**config.mk**
```make
export PLATFORM = sky130hd
export DESIGN_NAME = pixel_diffusion_decryptor
export DESIGN_NICKNAME = d
export VERILOG_FILES = /design/src/rtl/cipher_pkg.sv /design/src/rtl/diffusion_inv_core.sv /design/src/rtl/pixel_diffusion_decryptor.sv
export SDC_FILE = /design/constraint.sdc
export NUM_CORES = 1
export LEC_CHECK = 0
export ABC_AREA = 1
export BUFFER_PORTS_ARGS = -buffer_cell sky130_fd_sc_hd__buf_2
export CAP_MARGIN = 15
export CORE_AREA = 2 2 70 65
export CTS_BUF_LIST = sky130_fd_sc_hd__clkbuf_8
export DETAILED_ROUTE_END_ITERATION = 8
export DIE_AREA = 0 0 72 67
export MAX_ROUTING_LAYER = met4
export PLACE_DENSITY_LB_ADDON = 0.25
export SYNTH_ARGS = -nofsm -noshare
export SYNTH_HDL_FRONTEND = slang
export SYNTH_SLANG_ARGS = --single-unit
```
**constraint.sdc**
```tcl
create_clock -name clk -period 1.76 [get_ports clk]
set_clock_uncertainty 0.05 [all_clocks]
set_input_delay 0.088 -clock clk [delete_from_list [all_inputs] [get_ports clk]]
set_output_delay 0.088 -clock clk [all_outputs]
set_load 0.02 [all_outputs]
```
**src/rtl/cipher_pkg.sv**
```systemverilog
`default_nettype none
// ============================================================================
//  Package   : cipher_pkg
//  Purpose   : Shared widths, types and helpers for the chaos-cipher datapath.
//  Revision  : 1.0  initial release
// ============================================================================
package cipher_pkg;

    localparam int PIX_W = 8;
    localparam int KS_W  = 23;
    localparam logic [PIX_W-1:0] DEFAULT_IV = 8'hA5;

    typedef logic [PIX_W-1:0] pixel_t;
    typedef logic [KS_W-1:0]  ks_t;

    typedef enum logic [0:0] {
        ST_IDLE = 1'b0,
        ST_HOLD = 1'b1
    } state_t;

    // Only the low byte of a mixer word is used as the per-pixel key.
    function automatic pixel_t ks_to_byte(input ks_t ks);
        return ks[PIX_W-1:0];
    endfunction

endpackage
`default_nettype wire

```
**src/rtl/diffusion_inv_core.sv**
```systemverilog
`default_nettype none
// ============================================================================
//  Module    : diffusion_inv_core
//  Purpose   : Combinational inverse diffusion, p = (ct ^ chain) - k mod 256.
//  Revision  : 1.0  initial release
// ============================================================================
import cipher_pkg::*;

module diffusion_inv_core (
    input  pixel_t ct,
    input  pixel_t chain,
    input  pixel_t k,
    output pixel_t pt
);

    pixel_t w_unchained;

    assign w_unchained = ct ^ chain;
    assign pt          = w_unchained - k;

endmodule
`default_nettype wire

```
**src/rtl/pixel_diffusion_decryptor.sv**
```systemverilog
`default_nettype none
// ============================================================================
//  Module    : pixel_diffusion_decryptor
//  Purpose   : Joins keystream and ciphertext, undoes chained diffusion and
//              presents plaintext pixels through a one-entry output register.
//  Revision  : 1.0  initial release
// ============================================================================
import cipher_pkg::*;

module pixel_diffusion_decryptor #(
    parameter int             IMG_PIXELS = 65536,
    parameter logic [7:0]     IV         = cipher_pkg::DEFAULT_IV,
    parameter int             KS_W       = cipher_pkg::KS_W
) (
    input  logic              clk,
    input  logic              rst_n,
    input  logic [KS_W-1:0]   ks_data,
    input  logic              ks_valid,
    output logic              ks_ready,
    input  logic [7:0]        ct_data,
    input  logic              ct_valid,
    output logic              ct_ready,
    output logic [7:0]        pt_data,
    output logic              pt_valid,
    input  logic              pt_ready,
    output logic [15:0]       pix_idx,
    output logic              frame_done
);

    localparam int               IDX_W      = 16;
    localparam logic [IDX_W-1:0] c_last_idx = IDX_W'(IMG_PIXELS - 1);

    state_t            r_state;
    state_t            w_state_nxt;
    pixel_t            r_pt_data;
    pixel_t            r_chain;
    logic [IDX_W-1:0]  r_idx;
    logic              r_last_held;

    pixel_t            w_key;
    pixel_t            w_pt;
    logic              w_slot_free;
    logic              w_consume;
    logic              w_at_last;

    assign w_key       = ks_to_byte(ks_t'(ks_data));
    assign w_slot_free = (r_state == ST_IDLE) || pt_ready;
    // Gating with rst_n keeps the handshake quiet while reset is asserted.
    assign w_consume   = rst_n && ks_valid && ct_valid && w_slot_free;
    assign w_at_last   = (r_idx == c_last_idx);

    diffusion_inv_core u_core (
        .ct    (ct_data),
        .chain (r_chain),
        .k     (w_key),
        .pt    (w_pt)
    );

    always_comb begin
        w_state_nxt = r_state;
        ks_ready    = w_consume;
        ct_ready    = w_consume;
        pt_valid    = (r_state == ST_HOLD);
        frame_done  = rst_n && (r_state == ST_HOLD) && pt_ready && r_last_held;
        if (w_consume) begin
            w_state_nxt = ST_HOLD;
        end else if ((r_state == ST_HOLD) && pt_ready) begin
            w_state_nxt = ST_IDLE;
        end
    end

    always_ff @(posedge clk) begin
        if (!rst_n) begin
            r_state     <= ST_IDLE;
            r_pt_data   <= '0;
            r_chain     <= IV;
            r_idx       <= '0;
            r_last_held <= 1'b0;
        end else begin
            r_state <= w_state_nxt;
            if (w_consume) begin
                r_pt_data   <= w_pt;
                r_last_held <= w_at_last;
                // Chain follows ciphertext; a new frame restarts from the seed.
                if (w_at_last) begin
                    r_idx   <= '0;
                    r_chain <= IV;
                end else begin
                    r_idx   <= r_idx + 1'b1;
                    r_chain <= ct_data;
                end
            end
        end
    end

    assign pt_data = r_pt_data;
    assign pix_idx = r_idx;

endmodule
`default_nettype wire
```
==> impl_results.md, run 1 <==
- Routed Antenna Nets: 0
- Endpoints failing hold: 0
- Sequential share of the synthesized area: 0.344
- Fin crit share: 0.968
- Design Power: 1700 uW
- FF+latch area: 681 um^2
- Crit-path max cell delay: around 530 ps
- Ys flop type: dfxtp_1
- First-pass GRT wire length: ~7.4 mm
- CP required: ~1900 ps
- Vias per cell: between 4 and 5
- Clock Power Share: 0.337
- Worst path cell trace: dlygate4sd3_1 > buf_2 > xor2_1 > ha_1 > buf_4 > nand2_1 > inv_1 > nand2_2 > nand3_1 > nand2_1 > nand3_1 > nand2_1 > inv_1
- Post-synthesis cell area: around 2000 um^2
- WL/cell: around 11 um
- Hold Path Origin: ct_data[4]
- Status: completed
- Global placer's final weighted congestion: 0.871
- # DRC: 0
- Synth area leader: dfxtp_1
- VDD IR max: around 0.00043 V
- Worst Setup SP: ct_data[5]
- Multi-input gate area: 1120 um^2
- Net Count, Synth: 336
- Startpoint type of the worst setup path: input pin
- Layout area overhead: 25.9%
- Clock transition at path regs: around 60 ps
- Ports: 64
- Die Width: 72 um
- RSZ-0062 raised after global routing: true
- Number of buffers created by CTS: 5
- Initial DRC Count: 56
- Synth Register Bits: 34
- Worst min path class: in2reg
- Antenna Cells: 0
- Top cell family by delay on the critical path: buffers and inverters
- Full die area: 4820 um^2
- Combinational share of power: 0.191
- Utilization after layout: 0.615
- Starting Density: 0.489
- Final Max Tran Viols: 0
- Die Ht: around 67 um
- Netlist cell types: 29
- Final-stage net count: 402
- Power Internal: 1230 uW
- Worst path buffer plus inverter count: 5
- Yosys top cell area share: 0.344
- Synth Instances: 291
- DRT Wirelength: 4.63 mm
- Critical R2R Launch: r_chain[2]$_SDFFE_PN1P_
- Detailed Place HPWL: around 3.4 mm
- GRT overflow: 0
- Top post-synthesis cells by area: dfxtp_1 34%, nand2_1 14%, nor2_1 9.3%
- Pwr per Cell Area: around 700 nW/um^2
- CTS tree: yes
- Sw Pwr: 473 uW
- Post-synth EDFFs: 0
- GRT Total Usage: 0.205
- LEAKAGE: ~0.0012 uW
- Max_cap viols: 0
- Worst slew pin tran: approximately 320 ps
- Worst setup EP type: flop
- Initial antenna violation count: 0
- First drt pass iteration count: 4
- Mean Syn Cell Area: 6.79 um^2
- Buffer depth of the longest clock path: 2
- Crit-path slowest cell: dlygate4sd3_1
- Yosys Warn Count: 0
- Final worst path period need: between 1500 and 2000 ps
- Vias in the first global route: 1,705
- Pin count of the biggest net entering global routing: 28
- Core Rows: 22
- Switching share of power: 0.278
- Final setup TNS: 0 ps
- Sequential power share: 0.472
- Clock Root Buffer: clkbuf_8
- Clock latency at the later pin of the worst-skew pair: between 200 and 300 ps
- # clock sinks: 34
- Finish-stage setup viols: 0
- Fmax: 587 MHz
- Fillers: 397
- # H-tree levels: 2
- IO Port Bufs: 48
- Via Count: 1,951
- Share of layout cells above drive strength 1: 0.228
- Core area: 4050 um^2
- WS Path Type: in2reg
- Hold slack: 34.9 ps
- Asr flop ratio synth: 0
- Slew HR: 0.787
- CP arrival: 1840 ps
- Crit path max fanout: 3
- Worst path most repeated cell: nand2_1
## cell type report
cell class	count	share of cell area
repair buffers	65	0.152
multi-input cells	208	0.452
clock buffers	6	0.0332
flip-flops and latches	34	0.273
inverters	43	0.0658
well taps	48	0.0241
## state kept, by name, indices dropped and copies added, names as in the netlist
register and flops:
pt_valid 1, pt_data 8, r_chain 8, pix_idx 16, r_last_held 1
## cells by family (layout without fill, tap and decap cells)
logic type / count (synthesis) / count (layout) / share of synthesized area
simple gates: 157 / 157 / 0.339
buf+inv: 49 / 114 / 0.103
flops: 34 / 34 / 0.344
compound gates: 22 / 22 / 0.0620
xor+xnor: 15 / 15 / 0.0665
fa+ha+maj: 9 / 9 / 0.0608
mux: 5 / 5 / 0.0253
## power by group through the flow
stage	logic [uW]	registers (uW)	clock network, uW
floorplan	198	836	0
global placement	294	820	0
detailed placement	297	821	0
CTS	306	803	594
global route	364	805	624
finish	326	804	574
## layer usage
layer  vias up  share of wire  GRT usage  wire (um)
li1       1036              -          -          -
met1       857           0.47      0.250       2200
met2        51           0.45      0.323       2080
met3         7          0.061     0.0651        281
met4         0          0.015     0.0684         69
met5         -              0          -          0
## synthesized netlist by cell type, drive strengths merged, types with 3 or more instances
master / n
o21ai: 7
nand3: 21
nand2: 75
xor2: 11
o21bai: 3
ha: 8
mux2i: 5
nor2: 52
dfxtp: 34
a21oi: 9
xnor2: 4
buf: 5
nand4: 4
inv: 42
## through the flow
step,setup WS [ps],instance area (um^2),cells
after floorplan,118,1980,291
after global placement,103,2320,392
after detailed placement,75.6,2320,392
after CTS,21.0,2440,402
after global routing,-62.8,2490,404
final,56.1,2490,404
## cell usage in the layout, fill, tap and decap left out, types with 3 or more instances in the layout
| cell type | instances |
|---|---|
| mux2i_1 | 5 |
| dfxtp_1 | 34 |
| clkbuf_8 | 6 |
| ha_1 | 8 |
| xor2_1 | 11 |
| nor2_4 | 3 |
| inv_1 | 42 |
| buf_2 | 48 |
| nand4_1 | 3 |
| xnor2_1 | 3 |
| buf_4 | 13 |
| dlygate4sd3_1 | 4 |
| o21ai_0 | 7 |
| nor2_1 | 47 |
| nand3_1 | 19 |
| nand2_1 | 74 |
| a21oi_1 | 8 |
| o21bai_1 | 3 |
## worst paths after layout
path,slack [ps],endpoint,depth (start not counted)
worst min register to register,440,r_chain[7]$_SDFFE_PN1P_,2
worst max register to register,90,pt_data[7]$_SDFFE_PN0P_,9
worst max-delay path,60,pt_data[6]$_SDFFE_PN0P_,13
worst min-delay path,30,r_chain[4]$_SDFFE_PN0P_,3
## worst min-delay path: cells and delay by family
family | cells | cell delay (ps)
buffers and inverters | 1 | 90
muxes | 1 | 70
and+or+nand+nor | 1 | 90
## what timing repair did
item                                    CTS  global route
hold buffers                              4             0
setup buffers                             0             2
gates resized for setup                   0             9
endpoints found under the setup margin    0            17
endpoints found under the hold margin     4             0
Note: power is estimated with default switching activity, not from simulation.
==> run 2: changes to the inputs <==
--- a/config.mk
+++ b/config.mk
@@ -8,10 +8,12 @@
 export ABC_AREA = 1
 export BUFFER_PORTS_ARGS = -buffer_cell sky130_fd_sc_hd__buf_2
 export CAP_MARGIN = 15
-export CORE_AREA = 2 2 70 65
+export CELL_PAD_IN_SITES_DETAIL_PLACEMENT = 0
+export CELL_PAD_IN_SITES_GLOBAL_PLACEMENT = 1
+export CORE_AREA = 2 2 82 76
 export CTS_BUF_LIST = sky130_fd_sc_hd__clkbuf_8
 export DETAILED_ROUTE_END_ITERATION = 8
-export DIE_AREA = 0 0 72 67
+export DIE_AREA = 0 0 84 78
 export MAX_ROUTING_LAYER = met4
 export PLACE_DENSITY_LB_ADDON = 0.25
 export SYNTH_ARGS = -nofsm -noshare
==> run 2 against run 1 <==
  * Core utilization is 17 points lower
  * Register-to-register slack hardly changed
  * Clock-buffer cell count is 1 lower
  * Combinational power is 2% lower
  * Die area is 36% higher
  * Power is 1.3% lower
==> impl_results.md, run 2 (synthesized netlist as in run 1, its figures left out) <==
- Max reg flops: 16
- Crit-path max cell delay: approximately 530 ps
- IO Port Bufs: 48
- # H-tree levels: 2
- Pin count of the biggest net entering global routing: 26
- Antenna Cells: 0
- Endpoints failing hold: 0
- Core area: 5630 um^2
- Top cell family by delay on the critical path: buffers and inverters
- Hold slack: 22.3 ps
- Share of layout cells above drive strength 1: 0.228
- CP required: 1910 ps
- Design Power: 1680 uW
- Clock transition at path regs: roughly 70 ps
- Pwr per Cell Area: roughly 660 nW/um^2
- CTS tree: yes
- LEAKAGE: 0.00126 uW
- Core Rows: 26
- Routed Antenna Nets: 0
- R2r setup slk: 80 ps
- FF-to-FF End: pt_data[7]$_SDFFE_PN0P_
- Hold endpoint: r_chain[6]$_SDFFE_PN0P_
- Clock Root Buffer: clkbuf_8
- Worst path buffer plus inverter count: 3
- Ports: 64
- RSZ-0062 raised after global routing: true
- Crit path max fanout: 5
- Critical R2R Launch: r_chain[2]$_SDFFE_PN1P_
- Via Count: 1,927
- Final Max Tran Viols: 0
- Most common cell after layout, fill and taps aside: nand2_1
- Worst min path class: in2reg
- Setup Fix Bufs, Post-CTS: 0
- Worst path most repeated cell: nand3_1
- Clock latency at the later pin of the worst-skew pair: 300 ps
- WS Path Type: in2reg
- Die Ht: 78 um
- Final worst path period need: 1700 ps
- Buffer depth of the longest clock path: 2
- Detailed Place HPWL: 3.59 mm
- Utilization after layout: 0.449
- Worst setup EP type: flop
- CP arrival: 1850 ps
- Startpoint type of the worst setup path: input pin
- Fmax: 587 MHz
- Vias per cell: 4.48
- Initial antenna violation count: 0
- WL/cell: 10.9 um
- Fin crit share: 0.968
- Critical Path Stages: 11
- Worst path cell trace: dlygate4sd3_1 > buf_2 > xor2_1 > ha_1 > nand2_1 > nor2_1 > nand3_1 > nand3_1 > nand3_1 > nand2_1 > inv_1
- GRT Total Usage: 0.163
- Most frequent cells in the layout: 75 x nand2_1, 48 x nor2_1, 48 x buf_2
- Starting Density: 0.351
- Layout area overhead: 27.9%
- Slew HR: 0.631
- Vias in the first global route: between 1,500 and 2,000
- Global placer's final weighted congestion: 0.765
- Initial DRC Count: 49
- GRT overflow: 0
- Crit-path slowest cell: dlygate4sd3_1
- Full die area: about 6600 um^2
- Worst slew pin tran: 553 ps
- Max_cap viols: 0
- Number of buffers created by CTS: 5
- Finish-stage setup viols: 0
- # clock sinks: 34
- First drt pass iteration count: 4
- R2R cell count: 9
- Status: completed
- VDD IR max: 0.000347 V
- Hold Path Origin: ct_data[6]
- Final-stage net count: 405
- DRT Wirelength: 4.71 mm
- First-pass GRT wire length: 8.19 mm
- # DRC: 0
- Fillers: 620
- Min-Delay Path Depth: 3
- Die Width: ~84 um
-- run 2: layout make-up --
type	count	area (um^2)	share of cell area
tap	70	87.6	0.0346
sequential	34	681	0.269
multi-input combinational	208	1110	0.441
clock inverter	2	10.0	0.00396
timing repair buffer	68	404	0.160
clock buffer	5	68.8	0.0272
inverter	43	163	0.0643
-- run 2: report_power, final --
group          internal (uW)  switching (uW)  total, uW
Combinational            135             184        318
Clock                    265             295        561
Sequential               790            12.3        803
-- run 2: how the worst max path moves through the flow --
stage                                     endpoint                     from  slack [ps]
after floorplan           pix_idx[11]$_SDFFE_PN0P_  pix_idx[0]$_SDFFE_PN0P_         120
after global placement     pt_data[7]$_SDFFE_PN0P_  r_chain[2]$_SDFFE_PN1P_          80
after detailed placement   pt_data[7]$_SDFFE_PN0P_  r_chain[2]$_SDFFE_PN1P_          80
after CTS                  pt_data[7]$_SDFFE_PN0P_               ct_data[5]          40
after global routing       pt_data[7]$_SDFFE_PN0P_  r_chain[2]$_SDFFE_PN1P_         -80
final                      pt_data[7]$_SDFFE_PN0P_               ct_data[5]          60
-- run 2: tightest hold or removal path, stage by stage --
cell     delay (ps)
buf_2            90
mux2i_1          60
nor2_1           90
-- run 2: layer usage --
layer  track usage  vias up  routed length (um)  part of all wire
li1              -     1041                   -                 -
met1         0.215      832                2470              0.53
met2         0.243       48                1890              0.40
met3        0.0468        6                 282             0.060
met4        0.0484        0                  63             0.013
met5             -        -                   0                 0
-- run 2: through the flow --
stage	TNS, ps	cell area (um^2)	worst slack [ps]	cells
3_5_place_dp	0	2380	78.1	419
6_report	0	2530	56.1	430
3_3_place_gp	0	2380	83.9	419
4_1_cts	0	2500	42.9	430
2_1_floorplan	0	1980	118	291
5_1_grt	-75.8	2530	-75.8	430
-- run 2: repair_timing --
item	in CTS	in global routing
hold buffers	4	0
gates resized for setup	0	6
endpoints found under the hold margin	4	0
setup endpoints to repair	0	8
